## src/rtl/a51_pkg.sv

```systemverilog
// Shared types and constants for the A5/1 keystream sequencer.
package a51_pkg;

  localparam int unsigned KEY_BITS    = 64;
  localparam int unsigned FRAME_BITS  = 22;
  localparam int unsigned WARM_CYCLES = 100;
  localparam int unsigned KS_BITS     = 228;
  localparam int unsigned WORD_W      = 32;

  localparam int unsigned PHASE_W = 8;
  localparam int unsigned BIT_W   = 8;
  localparam int unsigned POS_W   = 5;

  typedef enum logic [2:0] {
    ST_IDLE,
    ST_CLEAR,
    ST_KEY,
    ST_FRAME,
    ST_WARM,
    ST_GEN,
    ST_FLUSH
  } a51_state_e;

endpackage

```

## src/rtl/a51_ks_packer.sv

```systemverilog
// Packs keystream bits into words and holds one word on a valid/ready output.
module a51_ks_packer
  import a51_pkg::*;
(
  input  logic              clk,
  input  logic              rst,
  input  logic              clr,
  input  logic              gen_en,
  input  logic              ks_bit,
  input  logic              ready,
  output logic              can_shift,
  output logic              bit_last,
  output logic              last_acc,
  output logic [WORD_W-1:0] word,
  output logic              valid,
  output logic              last
);

  logic [WORD_W-1:0] pack_q;
  logic              pack_full_q;
  logic              pack_last_q;
  logic [BIT_W-1:0]  bit_cnt_q;
  logic              out_free;
  logic              completes;
  logic              is_last;
  logic [WORD_W-1:0] merged;

  // Capture is allowed unless a finished word is parked in the pack with no room downstream.
  always_comb begin
    out_free  = !valid || ready;
    can_shift = gen_en && (!pack_full_q || out_free);
    is_last   = (bit_cnt_q == BIT_W'(KS_BITS - 1));
    completes = can_shift && ((bit_cnt_q[POS_W-1:0] == '1) || is_last);
    bit_last  = can_shift && is_last;
    last_acc  = valid && ready && last;
    // A parked word leaves this cycle whenever a capture happens, so the new bit starts a fresh pack.
    merged    = (pack_full_q ? '0 : pack_q) | (WORD_W'(ks_bit) << bit_cnt_q[POS_W-1:0]);
  end

  // Pack register, bit counter and output register.
  always_ff @(posedge clk) begin
    if (rst || clr) begin
      pack_q      <= '0;
      pack_full_q <= 1'b0;
      pack_last_q <= 1'b0;
      bit_cnt_q   <= '0;
      word        <= '0;
      valid       <= 1'b0;
      last        <= 1'b0;
    end else begin
      if (valid && ready) begin
        valid <= 1'b0;
        last  <= 1'b0;
      end
      if (pack_full_q && out_free) begin
        word        <= pack_q;
        valid       <= 1'b1;
        last        <= pack_last_q;
        pack_q      <= '0;
        pack_full_q <= 1'b0;
        pack_last_q <= 1'b0;
      end
      if (can_shift) begin
        if (!is_last) bit_cnt_q <= bit_cnt_q + BIT_W'(1);
        if (completes) begin
          if (out_free) begin
            word   <= merged;
            valid  <= 1'b1;
            last   <= is_last;
            pack_q <= '0;
          end else begin
            pack_q      <= merged;
            pack_full_q <= 1'b1;
            pack_last_q <= is_last;
          end
        end else begin
          pack_q <= merged;
        end
      end
    end
  end

endmodule

```

## src/rtl/a51_keystream_sequencer.sv

```systemverilog
// Drives one A5/1 session on the cipher core and streams the keystream as words.
module a51_keystream_sequencer
  import a51_pkg::*;
(
  input  logic                  wb_clk_i,
  input  logic                  wb_rst_i,
  input  logic                  start_i,
  input  logic                  abort_i,
  input  logic [KEY_BITS-1:0]   key_i,
  input  logic [FRAME_BITS-1:0] frame_i,
  output logic                  busy_o,
  output logic                  done_o,
  output logic                  core_clear_o,
  output logic                  core_shift_o,
  output logic                  core_maj_o,
  output logic                  core_mix_o,
  input  logic                  core_ks_i,
  output logic [WORD_W-1:0]     ks_word_o,
  output logic                  ks_valid_o,
  output logic                  ks_last_o,
  input  logic                  ks_ready_i
);

  a51_state_e            state_q, state_d;
  logic [PHASE_W-1:0]    phase_q;
  logic [KEY_BITS-1:0]   key_q, key_sh;
  logic [FRAME_BITS-1:0] frame_q, frame_sh;
  logic                  start_acc;
  logic                  phase_step;
  logic                  can_shift, bit_last, last_acc;
  logic                  done_q;

  assign start_acc  = (state_q == ST_IDLE) && start_i && !abort_i;
  assign phase_step = (state_q == ST_KEY) || (state_q == ST_FRAME) || (state_q == ST_WARM);
  assign done_o     = done_q;

  // State register; abort has priority over everything except reset.
  always_ff @(posedge wb_clk_i) begin
    if (wb_rst_i || abort_i) state_q <= ST_IDLE;
    else                     state_q <= state_d;
  end

  // Next-state logic.
  always_comb begin
    state_d = state_q;
    case (state_q)
      ST_IDLE:  if (start_i) state_d = ST_CLEAR;
      ST_CLEAR: state_d = ST_KEY;
      ST_KEY:   if (phase_q == PHASE_W'(KEY_BITS - 1))    state_d = ST_FRAME;
      ST_FRAME: if (phase_q == PHASE_W'(FRAME_BITS - 1))  state_d = ST_WARM;
      ST_WARM:  if (phase_q == PHASE_W'(WARM_CYCLES - 1)) state_d = ST_GEN;
      ST_GEN:   if (bit_last) state_d = ST_FLUSH;
      ST_FLUSH: if (last_acc) state_d = ST_IDLE;
      default:  state_d = ST_IDLE;
    endcase
  end

  // Output decode; the core never shifts on an abort or reset cycle.
  always_comb begin
    busy_o       = (state_q != ST_IDLE);
    core_clear_o = (state_q == ST_CLEAR);
    core_shift_o = 1'b0;
    core_maj_o   = 1'b0;
    core_mix_o   = 1'b0;
    key_sh       = key_q >> phase_q;
    frame_sh     = frame_q >> phase_q;
    case (state_q)
      ST_KEY: begin
        core_shift_o = 1'b1;
        core_mix_o   = key_sh[0];
      end
      ST_FRAME: begin
        core_shift_o = 1'b1;
        core_mix_o   = frame_sh[0];
      end
      ST_WARM: begin
        core_shift_o = 1'b1;
        core_maj_o   = 1'b1;
      end
      ST_GEN: begin
        core_shift_o = can_shift;
        core_maj_o   = 1'b1;
      end
      default: ;
    endcase
    if (abort_i || wb_rst_i) core_shift_o = 1'b0;
  end

  // Phase counter restarts on every state change and only counts in timed phases.
  always_ff @(posedge wb_clk_i) begin
    if (wb_rst_i || abort_i || (state_d != state_q)) phase_q <= '0;
    else if (phase_step)                             phase_q <= phase_q + PHASE_W'(1);
  end

  // Key/frame latch on session accept.
  always_ff @(posedge wb_clk_i) begin
    if (wb_rst_i) begin
      key_q   <= '0;
      frame_q <= '0;
    end else if (start_acc) begin
      key_q   <= key_i;
      frame_q <= frame_i;
    end
  end

  // Done pulses the cycle after the final word is taken.
  always_ff @(posedge wb_clk_i) begin
    if (wb_rst_i) done_q <= 1'b0;
    else          done_q <= !abort_i && (state_q == ST_FLUSH) && last_acc;
  end

  a51_ks_packer u_packer (
    .clk       (wb_clk_i),
    .rst       (wb_rst_i),
    .clr       (abort_i || start_acc),
    .gen_en    (state_q == ST_GEN),
    .ks_bit    (core_ks_i),
    .ready     (ks_ready_i),
    .can_shift (can_shift),
    .bit_last  (bit_last),
    .last_acc  (last_acc),
    .word      (ks_word_o),
    .valid     (ks_valid_o),
    .last      (ks_last_o)
  );

endmodule
```

## config.mk

```make
export PLATFORM = sky130hd
export DESIGN_NAME = a51_keystream_sequencer
export DESIGN_NICKNAME = d
export VERILOG_FILES = /design/src/rtl/a51_pkg.sv /design/src/rtl/a51_ks_packer.sv /design/src/rtl/a51_keystream_sequencer.sv
export SDC_FILE = /design/constraint.sdc
export NUM_CORES = 1
export LEC_CHECK = 0
export ABC_CLOCK_PERIOD_IN_PS = 7000
export BUFFER_PORTS_ARGS = -buffer_cell sky130_fd_sc_hd__clkbuf_2
export CORE_UTILIZATION = 50
export CTS_BUF_LIST = sky130_fd_sc_hd__clkbuf_16
export CTS_CLUSTER_DIAMETER = 40
export DETAILED_ROUTE_END_ITERATION = 6
export GPL_TIMING_DRIVEN = 1
export PLACE_DENSITY_LB_ADDON = 0.2
export SYNTH_ARGS = -nofsm -noshare
export SYNTH_HDL_FRONTEND = slang
export SYNTH_SLANG_ARGS = --single-unit
```

## constraint.sdc

```tcl
create_clock -name wb_clk_i -period 7 [get_ports wb_clk_i]
set_clock_uncertainty 0.1 [all_clocks]
set_input_delay 1.4 -clock wb_clk_i [delete_from_list [all_inputs] [get_ports wb_clk_i]]
set_output_delay 1.4 -clock wb_clk_i [all_outputs]
set_load 0.02 [all_outputs]
```

[After elaboration in Yosys (flattened, before gate mapping)]
Index checks and enable logic that the tools add are counted.
W data, S select, Z words.
Storage, ports and cells
  register bits: 174
  logic and storage cells: 97
Operators by class
  $add $sub $neg: 2
  equality and inequality tests: 12
  shift-type cells: 3
  mux-type cells: 38
  bitwise logic cells: 2
  reduce and logical (&&, ||, !) cells: 28
Operators with widths (number)
  $mux W32: 9
  $shr A64 B8 Y1: 1
  $or A32 B32 Y32: 1
  $shl A1 B5 Y32: 1
  $shr A22 B8 Y1: 1
  $pmux W3 S7: 1
  $mux W1: 20
  $mux W3: 6
  $add A8 B1 Y8 const B: 2
  $logic_and A1 B1 Y1: 10
  $eq A3 B3 Y1 const B: 3
  $logic_or A1 B1 Y1: 9
  $eq A8 B5 Y1 const B: 1
  $eq A8 B6 Y1 const B: 1
  $eq A8 B7 Y1 const B: 1
  $eq A8 B8 Y1 const B: 1
  $eq A3 B2 Y1 const B: 2
  $eq A5 B5 Y1 const B: 1
  $pmux W1 S2: 2
  $eq A3 B1 Y1 const B: 1
  $logic_not A1 Y1: 3
  $logic_not A3 Y1: 1
  $ne A3 B3 Y1: 1
  $reduce_bool A3 Y1: 1
  5 further kinds: 5

[Longest topological paths before layout]
Gate-level depths: netlist (run 1).
  word-level depth: 9
  depth in mapped cells: 9
  gate-level depth less buffers: 8

[Modules after synthesis]
From an unflattened synthesis (run 1), not the netlist that was laid out.
Second synthesis, totals
  cell total of the unflattened synthesis: 950
  area, all modules: 8176.6 um2
Modules (own cells, without submodules)
  a51_keystream_sequencer: times used 1, cells each 552, area each 4464.3 um2, sequential area each 1961.9 um2
  a51_ks_packer: times used 1, cells each 398, area each 3712.3 um2, sequential area each 1521.5 um2

[Worst setup path after synthesis (run 1)]
No wires, ideal clock.
  path kind: in2out
  start point: input ks_ready_i
  end point: output core_shift_o
  arrival: 2187 ps
  data required time: 5500 ps
  slack: 3313 ps
  stages on the path: 4
  path buffers: 1
  cells stage by stage: nor2b_1 -> a211oi_1 -> buf_2 -> o21a_1
Between the ends
  longest elaborated chain between the ends: 5
Ends and longest elaborated chain
  start, declared: line a51_keystream_sequencer.sv:21  | input logic ks_ready_i
  $logic_or A1 B1 Y1: line a51_ks_packer.sv:30  | out_free = !valid || ready;
  $logic_or A1 B1 Y1: line a51_ks_packer.sv:31  | can_shift = gen_en && (!pack_full_q || out_free);
  $logic_and A1 B1 Y1: line a51_ks_packer.sv:31
  $pmux W1 S2: line a51_keystream_sequencer.sv:67  | case (state_q)
  $mux W1: line a51_keystream_sequencer.sv:86  | if (abort_i || wb_rst_i) core_shift_o = 1'b0;
  end, declared: line a51_keystream_sequencer.sv:14  | output logic core_shift_o,
No other way between the ends.

[Worst setup path after layout (run 1)]
  start point: register phase_q[1]
  end point: output core_mix_o
Between the ends
  longest elaborated chain between the ends: 2
Ends and longest elaborated chain
  start, declared: line a51_keystream_sequencer.sv:25  | logic [PHASE_W-1:0] phase_q;
  start signal, assigned: line a51_keystream_sequencer.sv:92  | else if (phase_step) phase_q <= phase_q + PHASE_W'(1);
  $shr A64 B8 Y1 / $shr A22 B8 Y1 (equally long branches): line a51_keystream_sequencer.sv:65, a51_keystream_sequencer.sv:66
  $pmux W1 S2 *: line a51_keystream_sequencer.sv:67
  end, declared: line a51_keystream_sequencer.sv:16  | output logic core_mix_o,
Mark *: on every way between the ends. The rest lies on a longest branch, timed or not.

==> results of run 1 <==
[worst max-delay path, cell delays in order, from the launching register on]
cell and delay, ns:
dfxtp_1 1.08, mux4_2 0.61, nor2b_1 0.14, a211oi_1 0.31, o211ai_1 0.12, and4b_1 0.24
clkbuf_2 0.16
[layout make-up]
class / instances / area, um2 / area share
well taps: 211 / 264 / 0.0287
repair buffers: 140 / 723 / 0.0786
clock buffers: 17 / 425 / 0.0462
inverters: 37 / 139 / 0.0151
multi-input cells: 661 / 4020 / 0.437
flip-flops and latches: 174 / 3480 / 0.379
clock inverters: 15 / 149 / 0.0162
[per-stage QoR]
stage               utilization  hold slack, ns
floorplan                     -           0.332
global placement          0.559           0.340
detailed placement        0.559           0.343
CTS                       0.596           0.353
global route              0.596           0.365
finish                    0.596           0.354
[layer usage]
| layer | vias to the layer above | global-route usage |
|---|---|---|
| li1 | 3444 | - |
| met1 | 3215 | 0.296 |
| met2 | 154 | 0.412 |
| met3 | 14 | 0.0449 |
| met4 | 0 | 0.0574 |
| met5 | - | 0 |
[cells by family (layout without fill, tap and decap cells)]
kind of cell	count (synthesis)	count (layout)	synth area share
adder cells (fa/ha/maj)	5	5	0.00781
XOR/XNOR	12	12	0.0131
multiplexers	63	63	0.103
AO/OA/AOI/OAI	227	227	0.181
AND/OR/NAND/NOR	354	354	0.194
flip-flops	174	174	0.435
buffers and inverters	118	209	0.0661
[worst paths after layout]
path	cells past startpoint	endpoint
max reg2reg	8	phase_q[1]$_SDFFE_PP0P_
max	6	core_mix_o
min	2	key_q[7]$_SDFFE_PP0P_
min reg2reg	2	key_q[7]$_SDFFE_PP0P_
[layout by cell type (no fill, tap or decap), types with 6 or more instances in the layout]
cell type and instances:
mux2i_1 44, a21oi_1 91, a211oi_1 36, inv_1 37, nand3_1 11, o22ai_1 34
clkinvlp_4 7, buf_4 9, dfxtp_1 174, clkbuf_2 130, nand4_1 8, nor2_1 88
clkbuf_16 17, nand3b_1 6, o21ai_0 6, nand2_1 195, a22oi_1 35, mux4_2 15
xor2_1 7
[state kept, by name, summed over array words and instances (netlist names), 3 cells and up]
name	cells
frame_q	22
key_q	64
phase_q	8
state_q	3
u_packer.bit_cnt_q	8
u_packer.pack_q	32
u_packer.word	32
[power by group through the flow]
| stage | logic, mW | clock network (mW) | registers (mW) |
|---|---|---|---|
| after floorplan | 0.0740 | 0 | 1.04 |
| after global placement | 0.113 | 0 | 1.05 |
| after detailed placement | 0.114 | 0 | 1.05 |
| after CTS | 0.115 | 0.930 | 1.03 |
| after global routing | 0.128 | 0.971 | 1.03 |
| final | 0.114 | 0.920 | 1.03 |
==> summary.md, run 1 <==
| Metric | Value |
|---|---|
| Floorplan core area | 15400 um2 |
| Synthesized Nets | 1050 |
| CTS resizes | 0 |
| Fin crit share | 0.656 |
| Switching share of power | 0.231 |
| Clock Power Share | 0.446 |
| Syn_area_per_cell | 8.40 um2 |
| First-pass GRT wire length | 30900 um |
| Count leader, synth | nand2_1 |
| Internal power | 1.58 mW |
| Drc violations | 0 |
| Worst rel slew slack | 0.235 |
| Initial Util | 0.519 |
| Max_cap viols | 0 |
| Most used DFF post-synth | dfxtp_1 |
| Worst hold path class | register to register |
| Share of layout cells above drive strength 1 | 0.201 |
| Post-DRT Antenna Nets | 0 |
| First-pass detailed-route iteration total | 5 |
| Grt ovf | 0 |
| Synth area leader | dfxtp_1 |
| Area of the die | 16500 um2 |
| Synth area leaders | dfxtp_1 (44%), nand2_1 (9.2%), a21oi_1 (5.8%), mux2i_1 (5.5%), mux4_2 (4.2%) |
| Number of synthesized flops with an enable pin | 0 |
| Count of final max-slew check failures | 0 |
| Worst-Margin Slew | 1.15 ns |
| Yosys top cell area share | 0.435 |
| Setup Buffers After CTS | 0 |
| Wire length on met2 | 9680 um |
| FILL cells | 1447 |
| Hold Startpoint | key_q[7]$_SDFFE_PP0P_ |
| Clk_lat worst skew | 0.42 ns |
| DIE HEIGHT | 129 um |
| Leakage | 3.55 nW |
| Crit. End Element | primary output |
| Routed len/inst | 15.3 um |
| RR Startpoint | phase_q[0]$_SDFFE_PP0P_ |
| CTS Buf Count | 17 |
| Worst setup path start | phase_q[1]$_SDFFE_PP0P_ |
| Setup violators final | 0 |
| Post-route setup TNS | 0 ns |
| Post-route cell area | 9200 um2 |
| Fin cells | 1255 |
| Reg clk slew, reported paths | 0.06 ns |
| Port bufs | 131 |
| Nets | 1128 |
| CP Class | register to primary output |
| Seq/Total Area, Yosys | 0.435 |
| Clk root buf | clkbuf_16 |
| Pre-CTS setup slack | 2.76 ns |
| Sw Pwr | 0.477 mW |
| All-Layer GR Usage | 0.235 |
| Placer Congestion | 0.783 |
| Worst EP required | 5.50 ns |
| Number of synthesized register bits | 174 |
| F_max | 0.218 GHz |
| Most common library cells after synthesis | nand2_1 (197), dfxtp_1 (174), a21oi_1 (92), nor2_1 (89), clkbuf_1 (51) |
| Longest Clk Path Bufs | 2 |
| Via count | 6827 |
| Sink Count | 174 |
| Top Layer Used | met4 |
| Post-Place Cell Area | 8630 um2 |
| Cell area after synthesis | 8010 um2 |
| Worst Slack Setup Final | 2.41 ns |
| Initial drt markers | 453 |
| Status | finished clean |
| Synth-to-Final Area Change | 14.9% |
| Placement row count | 45 |
| # diodes | 0 |
| CTS Hold Bufs | 0 |
| Crit path launch type | register |
| Cell Pwr Density | 224 nW/um2 |
| Wl on met1 | 8480 um |
| H-tree depth | 4 |
| Post-synth ARST share | 0 |
| Die width | 129 um |
| Combinational share of power | 0.055 |
| CTS tree | done |
| Critical path arrival | 3.09 ns |
| Initial antenna violation count | 0 |
| R2R setup slack | 4.06 ns |
| Final min period | 4.59 ns |
| Final wirelength | 19100 um |
| Peak VDD IR | 0.214 mV |
| CP Max Fanout | 24 |
| Vias in the first global route | 6308 |
| Syn Inst Count | 953 |
| # placed instances | 1223 |
| Vias per cell | 5.44 |
| Register share of total power | 0.498 |
| Post-layout total power | 2.06 mW |
| Synth cell types | 59 |
| Ports | 132 |
| RSZ-0062 raised after global routing | false |
| Final Hold Vio Count | 0 |
| Synth warn | 0 |
| Pin count of the biggest net entering global routing | 89 |
| Final HPWL DP | 12300 um |
| WL met3 | 802 um |
Power figures use the tool's default switching activity.
==> run 2, diff against run 1 <==
--- a/config.mk
+++ b/config.mk
@@ -5,7 +5,7 @@
 export SDC_FILE = /design/constraint.sdc
 export NUM_CORES = 1
 export LEC_CHECK = 0
-export ABC_CLOCK_PERIOD_IN_PS = 7000
+export ABC_CLOCK_PERIOD_IN_PS = 4750
 export BUFFER_PORTS_ARGS = -buffer_cell sky130_fd_sc_hd__clkbuf_2
 export CORE_UTILIZATION = 50
 export CTS_BUF_LIST = sky130_fd_sc_hd__clkbuf_16
==> constraint.sdc (replaced) <==
create_clock -name wb_clk_i -period 4.75 [get_ports wb_clk_i]
set_clock_uncertainty 0.1 [all_clocks]
set_input_delay 0.95 -clock wb_clk_i [delete_from_list [all_inputs] [get_ports wb_clk_i]]
set_output_delay 0.95 -clock wb_clk_i [all_outputs]
set_load 0.02 [all_outputs]
==> run 2 against run 1 <==
  * Hold slack worse by 0.00076 ns
  * Routed wire length shrank 1.1%
  * Setup slack got worse by 1.4 ns
  * Clock power is 34% higher
  * Sequential share of layout area rose by 0.21 points
==> summary.md, run 2 (synthesized netlist as in run 1, its figures left out) <==
| Metric | Value |
|---|---|
| Cell Pwr Density | 318 nW/um2 (+42%) |
| Clock Power Share | 0.423 (-0.023) |
| Leakage | 3.56 nW (+0.47%) |
| First-pass detailed-route iteration total | 6 (+1) |
| CP delay by family, top | simple AND/OR/NAND/NOR gates |
| Worst-Margin Slew | 1.09 ns (-0.0565 ns) |
| Setup violators final | 0 (unchanged) |
| Crit. End Element | primary output |
| R2R setup slack | 1.83 ns (-2.23 ns) |
| Pin count of the biggest net entering global routing | 88 (-1.1%) |
| Fin crit share | 0.792 |
| Max reg flops | 64 (unchanged) |
| RR Startpoint | state_q[2]$_SDFF_PP0_ |
| Slowest CP cell | dfxtp_1 |
| Count of final max-slew check failures | 0 (unchanged) |
| Final wirelength | 18900 um (-1.1%) |
| Reg clk slew, reported paths | 0.06 ns (about the same) |
| Critical path arrival | 2.71 ns (-0.38 ns) |
| CTS tree | done |
| Clk root buf | clkbuf_16 |
| Drc violations | 0 (unchanged) |
| Fin cells | 1255 (unchanged) |
| Register share of total power | 0.520 (+0.022) |
| Worst hold path class | register to register |
| Post-DRT Antenna Nets | 0 (unchanged) |
| Area of the die | 16500 um2 (unchanged) |
| Initial antenna violation count | 0 (unchanged) |
| Share of layout cells above drive strength 1 | 0.194 (-0.00670) |
| Final HPWL DP | 12800 um (+3.9%) |
| Commonest non-fill, non-tap cell in the layout | nand2_1 |
| Setup Buffers After CTS | 0 (unchanged) |
| Synth-to-Final Area Change | 14.3% |
| FILL cells | 1444 (-0.21%) |
| Most common cell on crit path | nand3b_1 |
| CP cell instances | nand3b_1 > mux4_2 > nand3b_1 > nand4_1 > o21ai_0 > and4b_1 > clkbuf_2 |
| Post-route setup TNS | 0 ns (unchanged) |
| Initial Util | 0.519 (unchanged) |
| Internal power | 2.26 mW (+43%) |
| Status | finished clean |
| Post-Place Cell Area | 8630 um2 (+0.10%) |
| DIE HEIGHT | 129 um (unchanged) |
| Worst rel slew slack | 0.271 (+0.0361) |
| Peak VDD IR | 0.277 mV (+30%) |
| Die width | 129 um (unchanged) |
| # diodes | 0 (unchanged) |
| Max_cap viols | 0 (unchanged) |
| Longest Clk Path Bufs | 2 (unchanged) |
| Max incr delay on CP | 0.58 ns (-0.50 ns) |
| Grt ovf | 0 (unchanged) |
| Initial drt markers | 487 (+7.5%) |
| Largest registers | key_q: 64 flops, u_packer.pack_q: 32 flops, u_packer.word: 32 flops |
| CTS resizes | 0 (unchanged) |
| Switching share of power | 0.223 (-0.00839) |
| Final min period | 3.76 ns |
| Placement row count | 45 (unchanged) |
| Worst Hold Depth | 2 (unchanged) |
| All-Layer GR Usage | 0.234 (-0.000718) |
| Sw Pwr | 0.650 mW (+36%) |
| Sink Count | 174 (unchanged) |
| Clk_lat worst skew | 0.42 ns (about the same) |
| CP Class | register to primary output |
| # placed instances | 1224 (+0.082%) |
| H-tree depth | 4 (unchanged) |
| First-pass GRT wire length | 30800 um (-0.38%) |
| Worst EP required | 3.70 ns (-1.80 ns) |
| RSZ-0062 raised after global routing | false |
| Via count | 6815 (-0.18%) |
| Most frequent cells in the layout | nand2_1 (195), dfxtp_1 (173), clkbuf_2 (130) |
| Routed len/inst | 15.1 um (-1.1%) |
| Crit path buf inv count | 1 (unchanged) |
| Vias in the first global route | 6320 (+0.19%) |
| Final Hold Vio Count | 0 (unchanged) |
| Reg2Reg Capture Point | u_packer.pack_q[14]$_SDFFE_PP0P_ |
| Nets | 1129 (+0.089%) |
| CP Max Fanout | 16 (-33%) |
| Combinational share of power | 0.057 (+0.002) |
| Hold Startpoint | key_q[30]$_SDFFE_PP0P_ |
| CTS Buf Count | 17 (unchanged) |
| Placer Congestion | 0.817 (+4.4%) |
| Largest Register | key_q |
| Ports | 132 (unchanged) |
| Post-route cell area | 9150 um2 (-0.52%) |
| CTS Hold Bufs | 0 (unchanged) |
| Floorplan core area | 15400 um2 (unchanged) |
| R2r worst-path depth | 7 (-1) |
| Crit path launch type | register |
| Port bufs | 131 (unchanged) |
| Hold Path End | key_q[30]$_SDFFE_PP0P_ |
| F_max | 0.266 GHz |
| Vias per cell | 5.43 (-0.18%) |
-- run 2: worst reg2reg max path, delay by kind of cell (launching register included) --
kind | cells | cell delay, ns
DFF | 1 | 0.58
buffers and inverters | 1 | 0.32
AOI/OAI and AO/OA | 3 | 1.09
and+or+nand+nor | 3 | 0.70
-- run 2: stage by stage --
stage	total power [mW]	util	hold slack [ns]	worst slack, ns
5_1_grt	3.03	0.593	0.376	0.824
3_3_place_gp	1.71	0.560	0.340	1.45
6_report	2.91	0.593	0.353	0.989
3_5_place_dp	1.71	0.560	0.343	1.42
2_1_floorplan	1.65	-	0.332	1.83
4_1_cts	2.94	0.593	0.352	0.988
-- run 2: layout make-up --
class	instances	area, um2	area share
Tap cell	211	264	0.0288
Sequential cell	174	3480	0.381
Clock buffer	17	425	0.0465
Clock inverter	14	92.6	0.0101
Inverter	37	139	0.0152
Multi-Input combinational cell	661	4020	0.439
Timing Repair Buffer	141	731	0.0798
-- run 2: metal layers --
layer	up-vias	global-route usage	wire (um)
li1	3452	-	-
met1	3187	0.301	8670
met4	0	0.0540	146
met5	-	0	0
met3	16	0.0474	755
met2	160	0.404	9360
-- run 2: how the worst max path moves through the flow --
stage | startpoint | endpoint | slack, ns | depth (start not counted)
2_1_floorplan | phase_q[0]$_SDFFE_PP0P_ | core_mix_o | 1.83 | 8
3_3_place_gp | state_q[2]$_SDFF_PP0_ | core_mix_o | 1.45 | 7
3_5_place_dp | ks_ready_i | core_shift_o | 1.42 | 6
4_1_cts | state_q[2]$_SDFF_PP0_ | core_mix_o | 0.99 | 7
5_1_grt | state_q[2]$_SDFF_PP0_ | core_mix_o | 0.82 | 7
6_report | state_q[2]$_SDFF_PP0_ | core_mix_o | 0.99 | 7
-- run 2: power groups by stage --
stage | Clock, mW | Sequential [mW] | Combinational (mW)
after detailed placement | 0 | 1.55 | 0.167
after floorplan | 0 | 1.54 | 0.109
final | 1.23 | 1.52 | 0.166
after global routing | 1.32 | 1.52 | 0.188
after global placement | 0 | 1.55 | 0.165
after CTS | 1.26 | 1.52 | 0.167
==> run 3, diff against run 2 <==
--- a/config.mk
+++ b/config.mk
@@ -5,7 +5,7 @@
 export SDC_FILE = /design/constraint.sdc
 export NUM_CORES = 1
 export LEC_CHECK = 0
-export ABC_CLOCK_PERIOD_IN_PS = 4750
+export ABC_CLOCK_PERIOD_IN_PS = 3500
 export BUFFER_PORTS_ARGS = -buffer_cell sky130_fd_sc_hd__clkbuf_2
 export CORE_UTILIZATION = 50
 export CTS_BUF_LIST = sky130_fd_sc_hd__clkbuf_16
==> constraint.sdc (replaced) <==
create_clock -name wb_clk_i -period 3.5 [get_ports wb_clk_i]
set_clock_uncertainty 0.1 [all_clocks]
set_input_delay 0.7 -clock wb_clk_i [delete_from_list [all_inputs] [get_ports wb_clk_i]]
set_output_delay 0.7 -clock wb_clk_i [all_outputs]
set_load 0.02 [all_outputs]
==> run 3 against run 2 <==
  * Combinational power up 37%
  * Sequential power up 36%
  * Core utilization increased by 0.41 points
  * Clock power increased by 36%
  * Highest routed layer unchanged
==> summary.md, run 3 (synthesized netlist as in run 1, its figures left out) <==
| Metric | Value |
|---|---|
| Max reg flops | 64 (unchanged) |
| Sink Count | 174 (unchanged) |
| First-pass GRT wire length | 31200 um (+1.4%) |
| Post-route setup TNS | 0 ns (unchanged) |
| Die width | 129 um (unchanged) |
| Setup violators final | 0 (unchanged) |
| Peak VDD IR | 0.397 mV (+43%) |
| Post-DRT Antenna Nets | 0 (unchanged) |
| Via count | 6924 (+1.6%) |
| CP Class | register to primary output |
| Final wirelength | 19500 um (+2.9%) |
| Drc violations | 0 (unchanged) |
| M1 GR Usage | 0.290 (-0.0106) |
| Sw Pwr | 0.889 mW (+37%) |
| CTS Buf Count | 17 (unchanged) |
| Initial drt markers | 387 (-21%) |
| Pre-CTS setup slack | 0.473 ns (-0.943 ns) |
| Worst Slack Setup Final | 0.267 ns (-0.722 ns) |
| Leakage | 3.59 nW (+0.79%) |
| Seq. cell area | 3490 um2 (about the same) |
| Port bufs | 131 (unchanged) |
| Count of final max-slew check failures | 0 (unchanged) |
| FILL cells | 1424 (-1.4%) |
| Cell Pwr Density | 430 nW/um2 (+35%) |
| Top Usage Layer GRT | met2 |
| Final min period | 3.23 ns |
| Longest Clk Path Bufs | 2 (unchanged) |
| RSZ-0062 raised after global routing | false |
| Routed len/inst | 15.4 um (+2.3%) |
| Clk_lat worst skew | 0.42 ns (about the same) |
| Switching share of power | 0.225 (+0.00150) |
| # placed instances | 1233 (+0.74%) |
| Reg clk slew, reported paths | 0.06 ns (about the same) |
| Ports | 132 (unchanged) |
| CTS Hold Bufs | 0 (unchanged) |
| Floorplan core area | 15400 um2 (unchanged) |
| Placer Congestion | 0.840 (+2.8%) |
| Grt ovf | 0 (unchanged) |
| CP Max Fanout | 12 (-4) |
| Area of the multi-input gates | 4020 um2 (unchanged) |
| CTS tree | done |
| Commonest non-fill, non-tap cell in the layout | nand2_1 |
| Most frequent cells in the layout | nand2_1 (195), dfxtp_1 (172), clkbuf_2 (130) |
| Status | finished clean |
| GR Util met3 | 0.0474 (unchanged) |
| Max_cap viols | 0 (unchanged) |
| Initial Util | 0.519 (unchanged) |
| Register share of total power | 0.520 (about the same) |
| Nets | 1138 (+0.80%) |
| Worst hold path class | register to register |
| Largest Register | key_q |
| Worst rel slew slack | 0.408 (+0.137) |
| Crit path launch type | register |
| Final HPWL DP | 13100 um (+2.7%) |
| Largest registers | key_q: 64 flops, u_packer.pack_q: 32 flops, u_packer.word: 32 flops |
| All-Layer GR Usage | 0.239 (+0.00500) |
| Clk root buf | clkbuf_16 |
| Crit. End Element | primary output |
| Clock Power Share | 0.423 (about the same) |
| Vias per cell | 5.48 (+0.96%) |
| Internal power | 3.07 mW (+36%) |
| # diodes | 0 (unchanged) |
| Placement row count | 45 (unchanged) |
| Worst EP required | 2.70 ns (-1.00 ns) |
| Synth-to-Final Area Change | 15.1% |
| Worst-Margin Slew | 0.888 ns (-0.201 ns) |
| F_max | 0.309 GHz |
| Routing usage on met2 | 0.425 (+0.0210) |
| Fin cells | 1263 (+0.64%) |
| Area of the die | 16500 um2 (unchanged) |
| Fin crit share | 0.924 |
| Share of layout cells above drive strength 1 | 0.203 (+0.00898) |
| Final Hold Vio Count | 0 (unchanged) |
| Combinational share of power | 0.057 (about the same) |
| Initial antenna violation count | 0 (unchanged) |
| H-tree depth | 4 (unchanged) |
| Pin count of the biggest net entering global routing | 87 (-1.1%) |
| DIE HEIGHT | 129 um (unchanged) |
| First-pass detailed-route iteration total | 5 (-1) |
| Critical path arrival | 2.43 ns (-0.28 ns) |
| Vias in the first global route | 6378 (+0.92%) |
[run 3: stage by stage]
stage	hold WS (ns)	util	power, mW	area (um2)
3_3_place_gp	0.342	0.564	2.33	8700
6_report	0.356	0.597	3.96	9220
5_1_grt	0.377	0.597	4.10	9220
4_1_cts	0.356	0.597	3.99	9210
2_1_floorplan	0.332	-	2.24	8010
3_5_place_dp	0.346	0.564	2.33	8700
[run 3: what timing repair did]
action,4_1_cts,5_1_grt
setup buffers,0,0
setup endpoints to repair,0,1
gates resized for setup,0,3
[run 3: worst paths after layout]
| path | from | end | slack [ns] | cells after the start |
|---|---|---|---|---|
| setup / recovery | phase_q[1]$_SDFFE_PP0P_ | core_mix_o | 0.27 | 6 |
| hold / removal | key_q[54]$_SDFFE_PP0P_ | key_q[54]$_SDFFE_PP0P_ | 0.36 | 2 |
| setup reg to reg | phase_q[0]$_SDFFE_PP0P_ | phase_q[1]$_SDFFE_PP0P_ | 0.74 | 9 |
| hold reg to reg | key_q[54]$_SDFFE_PP0P_ | key_q[54]$_SDFFE_PP0P_ | 0.36 | 2 |
[run 3: area by class of cell]
type                    count  share of cell area
repair buffers            150              0.0870
inverters                  37              0.0151
well taps                 211              0.0286
multi-input cells         661               0.436
flip-flops and latches    174               0.378
clock inverters            13             0.00910
clock buffers              17              0.0462
[run 3: worst max-delay path, cell delays in order, from the launching register on]
cell and delay [ns]:
dfxtp_2 0.52, mux4_2 0.55, nor2b_1 0.14, a211oi_1 0.25
o211ai_1 0.13, and4b_1 0.26, clkbuf_2 0.16
[run 3: routing by layer]
metal / vias to the layer above / share of wire
met4: 0 / 0.018
met2: 181 / 0.50
met5: - / 0
li1: 3480 / -
met1: 3234 / 0.44
met3: 29 / 0.045
[run 3: power by group through the flow]
stage,Combinational [mW],Sequential [mW],Clock (mW)
4_1_cts,0.229,2.06,1.70
6_report,0.227,2.06,1.67
3_3_place_gp,0.224,2.10,0
5_1_grt,0.254,2.06,1.78
3_5_place_dp,0.228,2.10,0
2_1_floorplan,0.148,2.09,0
